===== config.mk =====
export PLATFORM = sky130hd
export DESIGN_NAME = out_display_bank_flat
export DESIGN_NICKNAME = d
export VERILOG_FILES = /design/src/rtl/out_display_bank_if.sv /design/src/rtl/out_display_bank.sv /design/src/flat_wrapper.sv
export SDC_FILE = /design/constraint.sdc
export NUM_CORES = 1
export LEC_CHECK = 0
export ABC_AREA = 1
export BUFFER_PORTS_ARGS = -buffer_cell sky130_fd_sc_hd__buf_2
export CAP_MARGIN = 40
export CORE_ASPECT_RATIO = 1.4
export CORE_MARGIN = 2
export CORE_UTILIZATION = 51
export CTS_CLUSTER_DIAMETER = 150
export CTS_CLUSTER_SIZE = 14
export DETAILED_ROUTE_END_ITERATION = 12
export PLACE_DENSITY = 0.73
export SYNTH_ARGS = -nofsm -noshare
export SYNTH_HDL_FRONTEND = slang
export SYNTH_SLANG_ARGS = --single-unit

===== constraint.sdc =====
create_clock -name c -period 6 [get_ports c]
set_clock_uncertainty 0.1 [all_clocks]
set_input_delay 1.2 -clock c [delete_from_list [all_inputs] [get_ports c]]
set_output_delay 1.2 -clock c [all_outputs]
set_load 0.02 [all_outputs]

===== src/rtl/out_display_bank_if.sv =====
// Bus bundle between the datapath output stage and the display bank.
// The master drives the load strobe and operands; the slave returns the display state.
interface out_display_bank_if #(
    parameter int DATA_W = 16,
    parameter int NUM_CH = 3,
    parameter int DIGITS = 2,
    parameter int CH_W   = 16
);
    logic                       out;
    logic [1:0]                 out_data_src;
    logic [DATA_W-1:0]          mem;
    logic [DATA_W-1:0]          data_reg;
    logic [DATA_W-1:0]          mem_reg;
    logic [CH_W-1:0]            display;
    logic                       clear;
    logic [NUM_CH*DIGITS*7-1:0] seg;
    logic [NUM_CH-1:0]          neg;
    logic [NUM_CH-1:0]          ovf;
    logic                       busy;
    logic                       done;

    modport master (
        output out, out_data_src, mem, data_reg, mem_reg, display, clear,
        input  seg, neg, ovf, busy, done
    );

    modport slave (
        input  out, out_data_src, mem, data_reg, mem_reg, display, clear,
        output seg, neg, ovf, busy, done
    );
endinterface


===== src/rtl/out_display_bank.sv =====
// Multi-channel signed decimal display driver: captures an operand, converts its
// magnitude to BCD by double-dabble and latches 7-segment patterns into one channel.
module out_display_bank #(
    parameter int DATA_W = 16,
    parameter int NUM_CH = 3,
    parameter int DIGITS = 2,
    parameter int CH_W   = 16
) (
    input  logic              c,
    input  logic              reset,
    out_display_bank_if.slave bus
);
    localparam int BCD_DIGITS = (DATA_W * 302 + 999) / 1000 + 1;
    localparam int BCD_W      = BCD_DIGITS * 4;
    localparam int SEG_W      = NUM_CH * DIGITS * 7;
    localparam int WR_W       = DIGITS * 7;
    localparam logic [4:0] LAST_CNT = 5'(DATA_W - 1);

    typedef enum logic [1:0] {
        IDLE    = 2'd0,
        CONVERT = 2'd1,
        WRITE   = 2'd2
    } state_t;

    state_t             state_r;
    state_t             state_nxt_s;
    logic               load_s;
    logic [DATA_W-1:0]  op_s;
    logic [DATA_W-1:0]  mag_in_s;
    logic [DATA_W-1:0]  last_op_r;
    logic [DATA_W-1:0]  mag_r;
    logic [DATA_W-1:0]  mag_step_s;
    logic [BCD_W-1:0]   bcd_r;
    logic [BCD_W-1:0]   adj_s;
    logic [BCD_W-1:0]   bcd_step_s;
    logic [4:0]         cnt_r;
    logic               sign_r;
    logic [CH_W-1:0]    sel_r;
    logic               wr_ovf_s;
    logic [WR_W-1:0]    wr_seg_s;
    logic [SEG_W-1:0]   seg_r;
    logic [NUM_CH-1:0]  neg_r;
    logic [NUM_CH-1:0]  ovf_r;
    logic               busy_r;
    logic               done_r;

    function automatic logic [6:0] seg7(input logic [3:0] d);
        logic [6:0] p;
        case (d)
            4'd0:    p = 7'b1000000;
            4'd1:    p = 7'b1111001;
            4'd2:    p = 7'b0100100;
            4'd3:    p = 7'b0110000;
            4'd4:    p = 7'b0011001;
            4'd5:    p = 7'b0010010;
            4'd6:    p = 7'b0000010;
            4'd7:    p = 7'b1111000;
            4'd8:    p = 7'b0000000;
            4'd9:    p = 7'b0010000;
            default: p = 7'b1111111;
        endcase
        return p;
    endfunction

    function automatic logic [BCD_W-1:0] add3(input logic [BCD_W-1:0] b);
        logic [BCD_W-1:0] r;
        r = b;
        for (int i = 0; i < BCD_DIGITS; i++) begin
            if (b[i*4 +: 4] >= 4'd5) r[i*4 +: 4] = b[i*4 +: 4] + 4'd3;
            else                     r[i*4 +: 4] = b[i*4 +: 4];
        end
        return r;
    endfunction

    // State register
    always_ff @(posedge c or posedge reset) begin
        if (reset) state_r <= IDLE;
        else       state_r <= state_nxt_s;
    end

    // Next-state logic; clear aborts everything and blocks new loads
    always_comb begin
        state_nxt_s = state_r;
        load_s      = 1'b0;
        if (bus.clear) begin
            state_nxt_s = IDLE;
        end else begin
            case (state_r)
                IDLE: begin
                    if (bus.out) begin
                        state_nxt_s = CONVERT;
                        load_s      = 1'b1;
                    end else begin
                        state_nxt_s = IDLE;
                    end
                end
                CONVERT: begin
                    if (cnt_r == LAST_CNT) state_nxt_s = WRITE;
                    else                   state_nxt_s = CONVERT;
                end
                WRITE:   state_nxt_s = IDLE;
                default: state_nxt_s = IDLE;
            endcase
        end
    end

    // Operand select and two's-complement magnitude (most negative maps to 2^(DATA_W-1))
    always_comb begin
        case (bus.out_data_src)
            2'b01:   op_s = bus.mem;
            2'b10:   op_s = bus.data_reg;
            2'b11:   op_s = bus.mem_reg;
            default: op_s = last_op_r;
        endcase
        if (op_s[DATA_W-1]) mag_in_s = ~op_s + DATA_W'(1);
        else                mag_in_s = op_s;
    end

    // One double-dabble step: adjust nibbles, then shift the magnitude MSB into the BCD LSB
    always_comb begin
        adj_s      = add3(bcd_r);
        bcd_step_s = BCD_W'({adj_s, mag_r[DATA_W-1]});
        mag_step_s = {mag_r[DATA_W-2:0], 1'b0};
    end

    // Write-back pattern: dashes when any digit above the shown range is nonzero
    always_comb begin
        wr_ovf_s = |bcd_r[BCD_W-1:DIGITS*4];
        wr_seg_s = {WR_W{1'b1}};
        for (int j = 0; j < DIGITS; j++) begin
            if (wr_ovf_s) wr_seg_s[j*7 +: 7] = 7'b0111111;
            else          wr_seg_s[j*7 +: 7] = seg7(bcd_r[j*4 +: 4]);
        end
    end

    // Datapath, channel storage and status flags
    always_ff @(posedge c or posedge reset) begin
        if (reset) begin
            last_op_r <= {DATA_W{1'b0}};
            mag_r     <= {DATA_W{1'b0}};
            bcd_r     <= {BCD_W{1'b0}};
            cnt_r     <= 5'd0;
            sign_r    <= 1'b0;
            sel_r     <= {CH_W{1'b0}};
            seg_r     <= {SEG_W{1'b1}};
            neg_r     <= {NUM_CH{1'b0}};
            ovf_r     <= {NUM_CH{1'b0}};
            busy_r    <= 1'b0;
            done_r    <= 1'b0;
        end else begin
            if (bus.clear) begin
                seg_r <= {SEG_W{1'b1}};
                neg_r <= {NUM_CH{1'b0}};
                ovf_r <= {NUM_CH{1'b0}};
            end else if (state_r == WRITE) begin
                for (int k = 0; k < NUM_CH; k++) begin
                    if (sel_r == CH_W'(k + 1)) begin
                        seg_r[k*WR_W +: WR_W] <= wr_seg_s;
                        neg_r[k]              <= sign_r;
                        ovf_r[k]              <= wr_ovf_s;
                    end
                end
            end

            case (state_r)
                IDLE: begin
                    if (load_s) begin
                        last_op_r <= op_s;
                        mag_r     <= mag_in_s;
                        sign_r    <= op_s[DATA_W-1];
                        sel_r     <= bus.display;
                        bcd_r     <= {BCD_W{1'b0}};
                        cnt_r     <= 5'd0;
                    end
                end
                CONVERT: begin
                    bcd_r <= bcd_step_s;
                    mag_r <= mag_step_s;
                    cnt_r <= cnt_r + 5'd1;
                end
                default: cnt_r <= cnt_r;
            endcase

            busy_r <= (state_nxt_s != IDLE);
            done_r <= (state_r == WRITE) && !bus.clear;
        end
    end

    assign bus.seg  = seg_r;
    assign bus.neg  = neg_r;
    assign bus.ovf  = ovf_r;
    assign bus.busy = busy_r;
    assign bus.done = done_r;
endmodule


===== src/flat_wrapper.sv =====
// flat-port wrapper written by rule: the top's interface ports become plain ports
module out_display_bank_flat 
#(
    parameter int DATA_W = 16,
    parameter int NUM_CH = 3,
    parameter int DIGITS = 2,
    parameter int CH_W   = 16
)
  (c, reset, bus_out, bus_out_data_src, bus_mem, bus_data_reg, bus_mem_reg, bus_display, bus_clear, bus_seg, bus_neg, bus_ovf, bus_busy, bus_done);
  out_display_bank_if #(.DATA_W(DATA_W), .NUM_CH(NUM_CH), .DIGITS(DIGITS), .CH_W(CH_W)) bus_i ();
  input  logic c;
  input  logic reset;
  input wire logic [$bits(bus_i.out)-1:0] bus_out;
  input wire logic [$bits(bus_i.out_data_src)-1:0] bus_out_data_src;
  input wire logic [$bits(bus_i.mem)-1:0] bus_mem;
  input wire logic [$bits(bus_i.data_reg)-1:0] bus_data_reg;
  input wire logic [$bits(bus_i.mem_reg)-1:0] bus_mem_reg;
  input wire logic [$bits(bus_i.display)-1:0] bus_display;
  input wire logic [$bits(bus_i.clear)-1:0] bus_clear;
  output wire logic [$bits(bus_i.seg)-1:0] bus_seg;
  output wire logic [$bits(bus_i.neg)-1:0] bus_neg;
  output wire logic [$bits(bus_i.ovf)-1:0] bus_ovf;
  output wire logic [$bits(bus_i.busy)-1:0] bus_busy;
  output wire logic [$bits(bus_i.done)-1:0] bus_done;
  assign bus_i.out = bus_out;
  assign bus_i.out_data_src = bus_out_data_src;
  assign bus_i.mem = bus_mem;
  assign bus_i.data_reg = bus_data_reg;
  assign bus_i.mem_reg = bus_mem_reg;
  assign bus_i.display = bus_display;
  assign bus_i.clear = bus_clear;
  assign bus_seg = bus_i.seg;
  assign bus_neg = bus_i.neg;
  assign bus_ovf = bus_i.ovf;
  assign bus_busy = bus_i.busy;
  assign bus_done = bus_i.done;
  out_display_bank #(.DATA_W(DATA_W), .NUM_CH(NUM_CH), .DIGITS(DIGITS), .CH_W(CH_W)) u_core (.c(c), .reset(reset), .bus(bus_i));
endmodule

Word level (Yosys, flattened, before mapping)
Memories as Yosys holds them, arrays and structs flattened.
Cells that the tools add are included.
{"block": "totals", "output_inout_bits": 50, "memories": 2, "in_bits": 70, "latch_bits": 0, "rom_bits": 224, "reg_bits": 130, "ram_bits": 0, "word_cells": 98}
{"name": "(no name shown)", "words": 16, "word_bits": 7, "rd": 1, "rd_clocked_by_memory_dff": 0, "write_ports": 0, "line_no": "out_display_bank.sv:49", "rtl": "case (d)"}
{"name": "(no name shown)", "words": 16, "word_bits": 7, "rd": 1, "rd_clocked_by_memory_dff": 0, "write_ports": 0, "line_no": "out_display_bank.sv:49"}
{"block": "classes", "n_mux": 38, "shifts": 0, "eq_ne": 10, "n_div": 0, "reduce_logical": 15, "mul": 0, "n_lt_le_gt_ge": 6, "addsub": 8, "n_bitwise": 1}
{"cell": "2-to-1 mux 42 bit", "n": 2}
{"cell": "one-hot mux 16 bit (3 select lines)", "n": 1}
{"cell": "one-hot mux 24 bit (2 select lines)", "n": 1}
{"cell": "2-to-1 mux 14 bit", "n": 3}
{"cell": "equality test 16 x 2 -> 1 bit (second input constant)", "n": 2}
{"cell": "2-to-1 mux 16 bit", "n": 2}
{"cell": "one-hot mux 16 bit (2 select lines)", "n": 1}
{"cell": "greater-or-equal comparator 4 x 3 -> 1 bit (second input constant)", "n": 6}
{"cell": "2-to-1 mux 24 bit", "n": 1}
{"cell": "adder 4 x 2 -> 4 bit (second input constant)", "n": 5}
{"cell": "2-to-1 mux 4 bit", "n": 5}
{"cell": "adder 16 x 1 -> 16 bit (second input constant)", "n": 1}
{"cell": "equality test 16 x 1 -> 1 bit (second input constant)", "n": 1}
{"cell": "inverter 16 bit", "n": 1}
{"cell": "OR reduction 16 bit", "n": 1}
{"cell": "2-to-1 mux 3 bit", "n": 5}
{"cell": "2-to-1 mux 7 bit", "n": 2}
{"cell": "nonzero test 2 bit", "n": 6}
{"cell": "2-to-1 mux 1 bit", "n": 10}
{"cell": "one-hot mux 5 bit (2 select lines)", "n": 1}
{"cell": "AND reduction 2 bit", "n": 5}
{"cell": "equality test 2 bit (second input constant)", "n": 3}
{"cell": "adder 5 x 1 -> 5 bit (second input constant)", "n": 1}
{"cell": "equality test 5 x 4 -> 1 bit (second input constant)", "n": 1}
{"cell": "other kinds (9)", "n": 11}

Depth between registers and ports, before layout
Gate-level depths: netlist of the first run.
{"block": "logic_depth", "ltp_word": 7, "mapped_depth": 14, "ltp_nobuf": 13}

Worst setup path before layout of the first run
Ideal clock, no wire load.
{"block": "synth_path", "path_type": "input port to flip-flop", "startpoint": "input bus_out_data_src[0]", "endpoint": "register u_core.mag_r[12]", "cell_stages": 14, "required_time_ns": 5.776, "arrival_time_ns": 2.536, "setup_ns": 0.124, "slack_ns": 3.240, "n_path_buf": 2, "path_cell_list": "buf_4 inv_2 buf_4 nand3_1 nand3_1 nor2_4 ha_1 nand3_2 nor2_4 nand3_1 nand2_1 o21ai_1 nand2_1 nand3_1"}
{"block": "synth_via", "elab_chain_len": 7, "word_cells_on_any_way": 9, "cone_classes": "add/sub: 1; eq/ne: 3; mux: 4; bitwise: 1"}
{"element": "from (decl)", "line_no": "flat_wrapper.sv:14", "rtl": "input wire logic [$bits(bus_i.out_data_src)-1:0] bus_out_data_src;"}
{"element": "equality test 2 bit / equality test 2 x 1 -> 1 bit (equally long branches)", "line_no": "out_display_bank.sv:109", "rtl": "case (bus.out_data_src)"}
{"element": "one-hot mux 16 bit (3 select lines) (*)", "line_no": "out_display_bank.sv:109"}
{"element": "inverter 16 bit", "line_no": "out_display_bank.sv:115", "rtl": "if (op_s[DATA_W-1]) mag_in_s = ~op_s + DATA_W'(1);"}
{"element": "adder 16 x 1 -> 16 bit", "line_no": "out_display_bank.sv:115"}
{"element": "2-to-1 mux 16 bit (*)", "line_no": "out_display_bank.sv:115"}
{"element": "2-to-1 mux 16 bit (*)", "line_no": "out_display_bank.sv:167", "rtl": "if (load_s) begin"}
{"element": "one-hot mux 16 bit (2 select lines) (*)", "line_no": "out_display_bank.sv:165", "rtl": "case (state_r)"}
{"element": "to (signal assigned)", "line_no": "out_display_bank.sv:140", "rtl": "mag_r <= {DATA_W{1'b0}};"}
{"element": "to (signal assigned)", "line_no": "out_display_bank.sv:169", "rtl": "mag_r <= mag_in_s;"}
{"element": "to (signal assigned)", "line_no": "out_display_bank.sv:178", "rtl": "mag_r <= mag_step_s;"}
{"element": "to (decl)", "line_no": "out_display_bank.sv:31", "rtl": "logic [DATA_W-1:0] mag_r;"}
Mark *: on every way between the ends. The rest lies on a longest branch, timed or not. The select of a mux whose other input is x is not followed.
A chain may end at the register's enable or synchronous reset.

Worst setup path in the final report of the first run
{"block": "layout_path", "startpoint": "input bus_clear", "endpoint": "register u_core.mag_r[7]"}
{"block": "layout_via", "elab_chain_len": 3}
{"element": "from (decl)", "line_no": "flat_wrapper.sv:19", "rtl": "input wire logic [$bits(bus_i.clear)-1:0] bus_clear;"}
{"element": "2-to-1 mux 1 bit", "line_no": "out_display_bank.sv:85", "rtl": "if (bus.clear) begin"}
{"element": "!= test 2 x 1 -> 1 bit (no source line)"}
{"element": "AND reduction 2 bit (no source line)"}
Every way passes these cells.

==> flow_summary.json, run 1 <==
{
  "fin_setup_tns_ps": 0,
  "wire_per_inst_um": 13.48,
  "grt-ovfl-total": 0,
  "post-route-util_pct": 60.78,
  "power_mw": 3.747,
  "drtIter0Drc": 309,
  "synth-edff-count": 0,
  "worstPathMaxFanout": 20,
  "clk_pin_slew_ps": 60,
  "crit_slowest_cell": "nor2_1",
  "htree_levels": 4,
  "setup_ws_ps": 2750,
  "worstSetupStartpointType": "input port",
  "antenna_found_initial": 0,
  "whs_ps": 361.0,
  "crit_required_ps": 6240,
  "drcViolationCount": 0,
  "critPathKind": "input port to flip-flop",
  "initial_core_util_pct": 51.53,
  "fin_area_um2": 8377,
  "area_delta_synth_final_pct": 17.95,
  "finalCritPeriodShare_pct": 54.16,
  "cap_violations": 0,
  "synth_cells": 911,
  "finalHoldViolations": 0,
  "cts-resized-gates": 0,
  "final_cell_mix": "248 x nand2_1, 119 x buf_2, 94 x nand3_1, 94 x inv_1, 87 x dfrtp_1",
  "grt_pass1_vias": 5853,
  "cp-end-kind": "flip-flop",
  "powerDensity_nw_per_um2": 447.3,
  "timing.fmax_ghz": 0.3077,
  "slew_violations": 0,
  "final_nets": 1112,
  "leakage_nw": 4.179,
  "final_common_cell": "nand2_1",
  "num_rows": 51,
  "drive_gt1_share_pct": 22.72,
  "synth_area_um2": 7102,
  "synth.avg_cell_area_um2": 7.796,
  "ctsRootBufferMaster": "clkbuf_16",
  "dieArea_um2": 14900,
  "grt_use_total_pct": 22.78,
  "crit_top_cell": "nor2_1",
  "cts_buffer_depth": 2,
  "die_x_um": 103.7,
  "insertion_delay_ps": 420,
  "ys.flop_type": "dfrtp_1",
  "fillCellCount": 1297,
  "place_area_um2": 7820,
  "cts.sink_count": 129,
  "vias_per_cell": 5.174,
  "relSlewSlack_pct": 37.42,
  "ioPinCount": 120,
  "numCtsBuffers": 17,
  "critPathMaxStageDelay_ps": 710,
  "ys_ff_latch": 129,
  "yosys_warnings": 0,
  "dr.pass1.iters": 4,
  "drtAntennaViolNets": 0,
  "min_path_type": "flip-flop to flip-flop",
  "cp_cell_sequence": "buf_2 -> nor2_1 -> and3_1 -> nor2_1 -> inv_1 -> buf_16 -> o21ai_0 -> a21oi_1 -> o21ai_1",
  "synth_cell_type_count": 44,
  "fin_crit_ps": 3250,
  "vdd_drop_max_v": 0.0001703,
  "hpwl_um": 11800,
  "io_buffers": 119,
  "cts_setup_buffers": 0,
  "synth-async-reset-ratio_pct": 100.0,
  "cts_hold_buf": 0,
  "syn_nets": 1006,
  "vias": 6286,
  "ys_seq_area_share_pct": 46.19,
  "worstMarginPinSlew_ps": 935.3,
  "drt-total-wl_um": 16380,
  "status": "completed",
  "grt_max_degree": 57,
  "grt_pass1_wl_um": 27380,
  "final_cells": 1215,
  "pre_cts_ws_ps": 2364,
  "die_height_um": 143.6,
  "place_congestion": 0.8580,
  "cts_tree": "yes",
  "core_area_um2": 13780,
  "cp.arrival_ps": 3490,
  "rsz0062_at_grt": "false",
  "setup_viol": 0,
  "diodes": 0,
  "r2r_setup_slack_ps": 2870,
  "dp_cells": 1183
}
==> cells in the mapped netlist (5+ instances only) <==
| cell type | count | share of area, % |
|---|---|---|
| nand2_1 | 248 | 13 |
| inv_1 | 95 | 5.0 |
| nand3_1 | 94 | 6.6 |
| dfrtp_1 | 87 | 31 |
| nor2_1 | 79 | 4.2 |
| o21ai_0 | 74 | 5.2 |
| dfstp_2 | 42 | 16 |
| clkbuf_1 | 25 | 1.3 |
| ha_1 | 25 | 4.4 |
| a21oi_1 | 20 | 1.4 |
| o22ai_1 | 14 | 1.2 |
| nor2_2 | 9 | 0.79 |
| inv_2 | 7 | 0.37 |
| nand4_1 | 7 | 0.62 |
| o211ai_1 | 6 | 0.63 |
| buf_2 | 5 | 0.35 |
| nand3_2 | 5 | 0.70 |
| nor2_4 | 5 | 0.79 |
| nor3_1 | 5 | 0.35 |
| o21bai_1 | 5 | 0.53 |
==> cell type report <==
cell class                      count  area [um^2]  share of cell area, %
Clock inverter                     13        113.9                  1.359
Multi-Input combinational cell    641         3254                  38.85
Timing Repair Buffer              126        668.1                  7.976
Inverter                          102        385.4                  4.600
Clock buffer                       19        442.9                  5.288
Tap cell                          185        231.5                  2.763
Sequential cell                   129         3281                  39.16
==> registers in the layout (all words and copies together) (netlist names) <==
name              cells
u_core.bus.done       1
u_core.bus.neg        3
u_core.sign_r         1
u_core.bus.seg       42
u_core.bus.busy       1
u_core.sel_r         16
u_core.state_r        2
u_core.bus.ovf        3
u_core.bcd_r         24
u_core.last_op_r     15
u_core.mag_r         16
u_core.cnt_r          5
==> path summary, 6_finish.rpt <==
path / startpoint / endpoint / cells past startpoint
setup / recovery: bus_clear / u_core.mag_r[7] / 9
hold / removal: u_core.bus.seg[31] / u_core.bus.seg[31] / 2
setup reg to reg: u_core.state_r[0] / u_core.mag_r[7] / 8
hold reg to reg: u_core.bus.seg[31] / u_core.bus.seg[31] / 2
max in group asynchronous: reset / u_core.bus.neg[0] / 3
min in group asynchronous: reset / u_core.bcd_r[19] / 2
==> critical path: cells and delay by family <==
kind | cells | cell delay, ps
simple gates | 3 | 970
compound gates | 3 | 320
buf+inv | 3 | 1010
==> logic make-up after synthesis <==
| kind of cell | Yosys count | synth area share, % |
|---|---|---|
| xor gates and xnor gates | 5 | 0.6166 |
| adders and majority gates | 25 | 4.405 |
| buffers and inverters | 141 | 8.069 |
| and+or+nand+nor | 470 | 29.44 |
| AOI/OAI and AO/OA | 141 | 11.28 |
| DFF | 129 | 46.19 |
==> layer usage <==
metal  part of all wire, %  global-route usage (%)
met5                     0                       0
met4                   3.4                   11.66
met3                   3.4                   4.082
met2                    51                   40.96
met1                    42                   26.12
==> where the power goes <==
part | total [mW] | internal (mW) | leakage [nW] | switching [mW]
combinational | 1.40 | 0.465 | 2.37 | 0.932
clock | 0.966 | 0.578 | 0.253 | 0.389
sequential | 1.38 | 1.22 | 1.56 | 0.168
total | 3.75 | 2.26 | 4.18 | 1.49
No activity file was read; power rests on OpenSTA's default activity.
==> run 2: changes to the inputs <==
Settings changed: ABC_AREA 1 to 0, PLACE_DENSITY 0.73 to 0.77.
Clock period 6 ns to 2.9 ns, I/O delays scaled along.
==> run 2 against run 1 <==
Non-clock buffer count increased by 12. Hold slack got worse by 110 ps. Global-route usage decreased by 0.69 points. Cell count decreased by 23%. Clock power increased by 110%. Combinational power increased by 86%. Clock-buffer cell count increased by 8. First-iteration DRC count decreased by 16%. Critical path depth decreased by 1. Synthesized cell count decreased by 29%. Critical path type is now flip-flop to flip-flop.
==> flow_summary.json, run 2 <==
{
  "status": "completed",
  "place_area_um2": 7552,
  "synth-async-reset-ratio_pct": 100.0,
  "min_path_type": "input port to flip-flop",
  "drive_gt1_share_pct": 32.48,
  "grt_pass1_wl_um": 25180,
  "io_buffers": 119,
  "yosys_warnings": 0,
  "r2r_setup_slack_ps": 370,
  "cts_hold_buf": 0,
  "use_met1_pct": 24.58,
  "combPwrFrac_pct": 35.0,
  "die_x_um": 101.0,
  "die_height_um": 139.8,
  "slew_violations": 0,
  "intPower_mw": 4.789,
  "setup_viol": 0,
  "yosysMostFrequentCell": "nand2_1",
  "final_common_cell": "buf_2",
  "ys_ff_latch": 129,
  "ctsRootBufferMaster": "clkbuf_16",
  "r2r-start": "u_core.bcd_r[16]",
  "crit_start": "u_core.bcd_r[16]",
  "synth.avg_cell_area_um2": 10.43,
  "drt-total-wl_um": 14930,
  "synth-edff-count": 0,
  "worstSetupEndpoint": "u_core.bus.seg[35]",
  "yosysTopAreaCell": "dfrtp_1",
  "core_area_um2": 12870,
  "synth_area_leaders": "dfrtp_1 32%, dfstp_2 16%, nand2_1 6.0%",
  "timing.fmax_ghz": 0.3945,
  "ioPinCount": 120,
  "hpwl_um": 10680,
  "vias_per_cell": 5.683,
  "fin_area_um2": 8117,
  "synth_cells": 644,
  "num_rows": 49,
  "dieArea_um2": 14120,
  "cap_violations": 0,
  "post-route-util_pct": 63.04,
  "rsz0062_at_grt": "false",
  "drtIter0Drc": 259,
  "antenna_found_initial": 0,
  "grt_use_total_pct": 22.09,
  "use_met2_pct": 40.56,
  "insertion_delay_ps": 410,
  "cp.arrival_ps": 2770,
  "crit_required_ps": 3130,
  "diodes": 0,
  "numCtsBuffers": 17,
  "cts-resized-gates": 0,
  "place_congestion": 0.8690,
  "initial_core_util_pct": 52.18,
  "vias": 5314,
  "area_delta_synth_final_pct": 20.82,
  "worstSetupStartpointType": "flip-flop",
  "grt-ovfl-total": 0,
  "pre_cts_ws_ps": 85.87,
  "final_cell_mix": "119 x buf_2, 108 x nand2_1, 87 x dfrtp_1",
  "holdCritStartpoint": "bus_display[12]",
  "seq_power_share_pct": 37.7,
  "critPathKind": "flip-flop to flip-flop",
  "r2r_cells": 8,
  "power.share.switching_pct": 35.49,
  "ys_seq_area_share_pct": 48.84,
  "finalHoldViolations": 0,
  "clkPwrFrac_pct": 27.3,
  "cp-end-kind": "flip-flop",
  "htree_levels": 4,
  "wire_per_inst_um": 15.97,
  "grt_max_degree": 43,
  "setup_ws_ps": 365.3,
  "synth_top_area_share_pct": 32.41,
  "vdd_drop_max_v": 0.0004174,
  "r2r_end": "u_core.bus.seg[35]",
  "whs_ps": 255.2,
  "busiest_layer": "met2",
  "p_switching_mw": 2.634,
  "worstMarginPinSlew_ps": 509.9,
  "powerDensity_nw_per_um2": 914.6,
  "clk_pin_slew_ps": 50,
  "fin_setup_tns_ps": 0,
  "dr.pass1.iters": 5,
  "cts.sink_count": 129,
  "cts_buffer_depth": 2,
  "cts_tree": "yes",
  "leakage_nw": 3.654,
  "drcViolationCount": 0,
  "dp_cells": 903,
  "relSlewSlack_pct": 65.13,
  "synth_area_um2": 6718,
  "synth_cell_type_count": 55,
  "grt_pass1_vias": 5585,
  "finalCritPeriodShare_pct": 87.41,
  "syn_nets": 739,
  "final_nets": 864,
  "use_met3_pct": 4.370,
  "final_cells": 935,
  "synth_common_cells": "108 x nand2_1, 87 x dfrtp_1, 47 x o21ai_0",
  "worstPathMaxFanout": 6,
  "drtAntennaViolNets": 0,
  "ys.flop_type": "dfrtp_1",
  "fin_crit_ps": 2535,
  "cts_setup_buffers": 0,
  "largest_register_ffs": 42,
  "power_mw": 7.423
}
==> run 2: cell types whose count changed after synthesis, moves of 11 or more <==
| cell | delta |
|---|---|
| a21oi_1 | +12 |
| a22oi_1 | +11 |
| inv_1 | -72 |
| mux2_1 | +24 |
| mux2_2 | +15 |
| mux2i_1 | +12 |
| mux4_2 | +15 |
| nand2_1 | -140 |
| nand3_1 | -73 |
| nor2_1 | -48 |
| o21ai_0 | -27 |
| o22ai_1 | -14 |
==> run 2: cell type report <==
| class | instances | area, um^2 |
|---|---|---|
| sequential | 129 | 3281 |
| inverter | 25 | 97.59 |
| clock buffer | 27 | 514.2 |
| fill | 988 | 4758 |
| multi-input combinational | 458 | 3219 |
| timing repair buffer | 138 | 763.2 |
| tap | 153 | 191.4 |
| clock inverter | 5 | 50.05 |
==> run 2: layer usage <==
layer | share of wire [%] | routed length (um) | up-vias
met2 | 55 | 8158 | 163
met5 | 0 | 0 | -
met1 | 39 | 5819 | 2604
met4 | 2.1 | 312 | 0
li1 | - | - | 2519
met3 | 4.3 | 641 | 28
==> run 2: kinds of logic after synthesis <==
logic type	share of synthesized area, %
and+or+nand+nor	14.92
AOI/OAI and AO/OA	12.22
DFF	48.84
muxes	13.35
buffers and inverters	3.408
adders and majority gates	4.656
xor gates and xnor gates	2.608
==> run 2: power by group through the flow <==
| stage | combinational, mW | sequential (mW) | clock, mW |
|---|---|---|---|
| 3_3_place_gp | 2.44 | 2.78 | 0 |
| 3_5_place_dp | 2.59 | 2.82 | 0 |
| 5_1_grt | 2.91 | 2.87 | 2.15 |
| 4_1_cts | 2.62 | 2.80 | 2.05 |
| 2_1_floorplan | 1.71 | 2.94 | 0 |
| 6_report | 2.60 | 2.80 | 2.03 |
==> run 2: worst min path at each step <==
| stage | endpoint | cells after the start |
|---|---|---|
| finish | u_core.sel_r[12] | 3 |
| global route | u_core.sel_r[12] | 3 |
| CTS | u_core.sel_r[12] | 3 |
| detailed placement | u_core.last_op_r[0] | 2 |
| global placement | u_core.sel_r[3] | 2 |
| floorplan | u_core.bcd_r[0] | 2 |
==> run 2: worst max-delay path, cell delays in order (launching register included) <==
cell     delay [ps]
dfrtp_1         400
inv_1           130
ha_1            150
nor4b_1         230
nand4_1         260
nor3_2          420
and2_1          260
o21ai_0         170
mux2_1          330
==> run 3: changes to the inputs <==
Settings changed: RECOVER_POWER set to 100.
==> run 3 against run 2 <==
Critical path depth fell by 1. Fmax fell by 2.8%. Highest routed layer unchanged. Non-clock buffer count did not move. Utilization fell by 1.3 points. Sequential share of layout area rose by 0.83 points.
==> flow_summary.json, run 3 (synthesized netlist as in run 2, its figures left out) <==
{
  "fin_setup_tns_ps": 0,
  "cp-end-kind": "flip-flop",
  "antenna_found_initial": 0,
  "power.share.switching_pct": 35.85,
  "initial_core_util_pct": 52.18,
  "grt_use_total_pct": 22.09,
  "p_switching_mw": 2.639,
  "worstMarginPinSlew_ps": 1296,
  "critPathKind": "input port to flip-flop",
  "finalCritPeriodShare_pct": 89.93,
  "fin_area_um2": 7954,
  "die_height_um": 139.8,
  "dr.pass1.iters": 4,
  "r2r_end": "u_core.bus.seg[24]",
  "final_common_cell": "nand2_1",
  "largest_register_ffs": 42,
  "clkPwrFrac_pct": 27.6,
  "drtIter0Drc": 239,
  "intPower_mw": 4.723,
  "cts.sink_count": 129,
  "whs_endpoint": "u_core.sel_r[12]",
  "timing.fmax_ghz": 0.3834,
  "relSlewSlack_pct": 13.61,
  "die_x_um": 101.0,
  "grt_pass1_wl_um": 25180,
  "area_delta_synth_final_pct": 18.40,
  "grt-ovfl-total": 0,
  "io_buffers": 119,
  "vdd_drop_max_v": 0.0004204,
  "ioPinCount": 120,
  "r2r_cells": 7,
  "cts_hold_buf": 0,
  "cap_violations": 0,
  "grt_max_degree": 43,
  "place_area_um2": 7552,
  "cp.arrival_ps": 2840,
  "dieArea_um2": 14120,
  "hpwl_um": 10680,
  "min_path_type": "input port to flip-flop",
  "crit_required_ps": 3130,
  "vias_per_cell": 5.666,
  "setup_viol": 0,
  "r2r-start": "u_core.sel_r[7]",
  "worstPathMaxFanout": 23,
  "rsz0062_at_grt": "false",
  "worstSetupStartpointType": "input port",
  "place_congestion": 0.8690,
  "drive_gt1_share_pct": 24.55,
  "grt_pass1_vias": 5585,
  "cts-resized-gates": 0,
  "drt-total-wl_um": 14970,
  "powerDensity_nw_per_um2": 925.6,
  "htree_levels": 4,
  "clk_pin_slew_ps": 50,
  "finalHoldViolations": 0,
  "r2r_setup_slack_ps": 290,
  "core_area_um2": 12870,
  "hold_path_depth": 3,
  "seq_area_um2": 3281,
  "final_nets": 864,
  "cts_tree": "yes",
  "status": "completed",
  "combPwrFrac_pct": 34.3,
  "cts_setup_buffers": 0,
  "fin_crit_ps": 2608,
  "holdCritStartpoint": "bus_display[12]",
  "ctsRootBufferMaster": "clkbuf_16",
  "fillCellCount": 1048,
  "pre_cts_ws_ps": 85.87,
  "insertion_delay_ps": 410,
  "vias": 5298,
  "cts_buffer_depth": 2,
  "drtAntennaViolNets": 0,
  "multi_input_area_um2": 3199,
  "drcViolationCount": 0,
  "numCtsBuffers": 17,
  "leakage_nw": 3.491,
  "diodes": 0,
  "slew_violations": 0,
  "setup_ws_ps": 291.9,
  "seq_power_share_pct": 38.1,
  "wire_per_inst_um": 16.01,
  "num_rows": 49,
  "final_cell_mix": "108 x nand2_1, 87 x dfrtp_1, 68 x buf_2"
}
==> run 3: cell types whose count changed in the layout (fill, tap and decap cells not counted), sizes merged <==
cell	before	now
buf	138	71
clkbuf	27	94
==> run 3: layout make-up <==
type,count,area share (%)
Clock buffer,27,6.465
Clock inverter,5,0.6292
Inverter,25,1.196
Multi-Input combinational cell,458,40.22
Sequential cell,129,41.25
Tap cell,153,2.407
Timing Repair Buffer,138,7.834
==> run 3: power by group through the flow <==
| stage | clock [mW] | combinational (mW) | sequential, mW |
|---|---|---|---|
| final | 2.03 | 2.52 | 2.81 |
| after floorplan | 0 | 1.71 | 2.94 |
| after global routing | 2.15 | 2.83 | 2.87 |
| after global placement | 0 | 2.44 | 2.78 |
| after detailed placement | 0 | 2.59 | 2.82 |
| after CTS | 2.05 | 2.62 | 2.80 |
==> run 3: worst max-delay path by stage <==
stage                        startpoint            endpoint  slack (ps)
global route           u_core.bcd_r[16]  u_core.bus.seg[24]          60
detailed placement  bus_out_data_src[1]    u_core.mag_r[13]          90
floorplan           bus_out_data_src[1]    u_core.mag_r[11]         510
finish                        bus_clear     u_core.cnt_r[2]         290
global placement    bus_out_data_src[1]     u_core.mag_r[9]         180
CTS                    u_core.bcd_r[16]  u_core.bus.seg[35]         360
==> run 3: critical path, cell delays in order <==
cell	delay [ps]
clkbuf_1	140
clkbuf_1	840
nor4b_1	210
nor2_1	140
clkbuf_1	610
o21ai_0	200
o21ai_0	110
==> run 3: layer usage <==
layer	GRT usage [%]	vias to the layer above	wire, um
li1	-	2521	-
met1	24.58	2583	5907
met2	40.56	157	8040
met3	4.370	37	648
met4	8.677	0	371
met5	0	-	0
==> run 3: stage by stage <==
step | hold WS (ps) | power [mW] | instances | utilization [%]
floorplan | 340.3 | 4.644 | 644 | -
global placement | 358.2 | 5.226 | 903 | 58.66
detailed placement | 366.2 | 5.407 | 903 | 58.66
CTS | 248.7 | 7.473 | 935 | 63.04
global route | 262.8 | 7.851 | 935 | 61.78
finish | 252.0 | 7.362 | 935 | 61.78
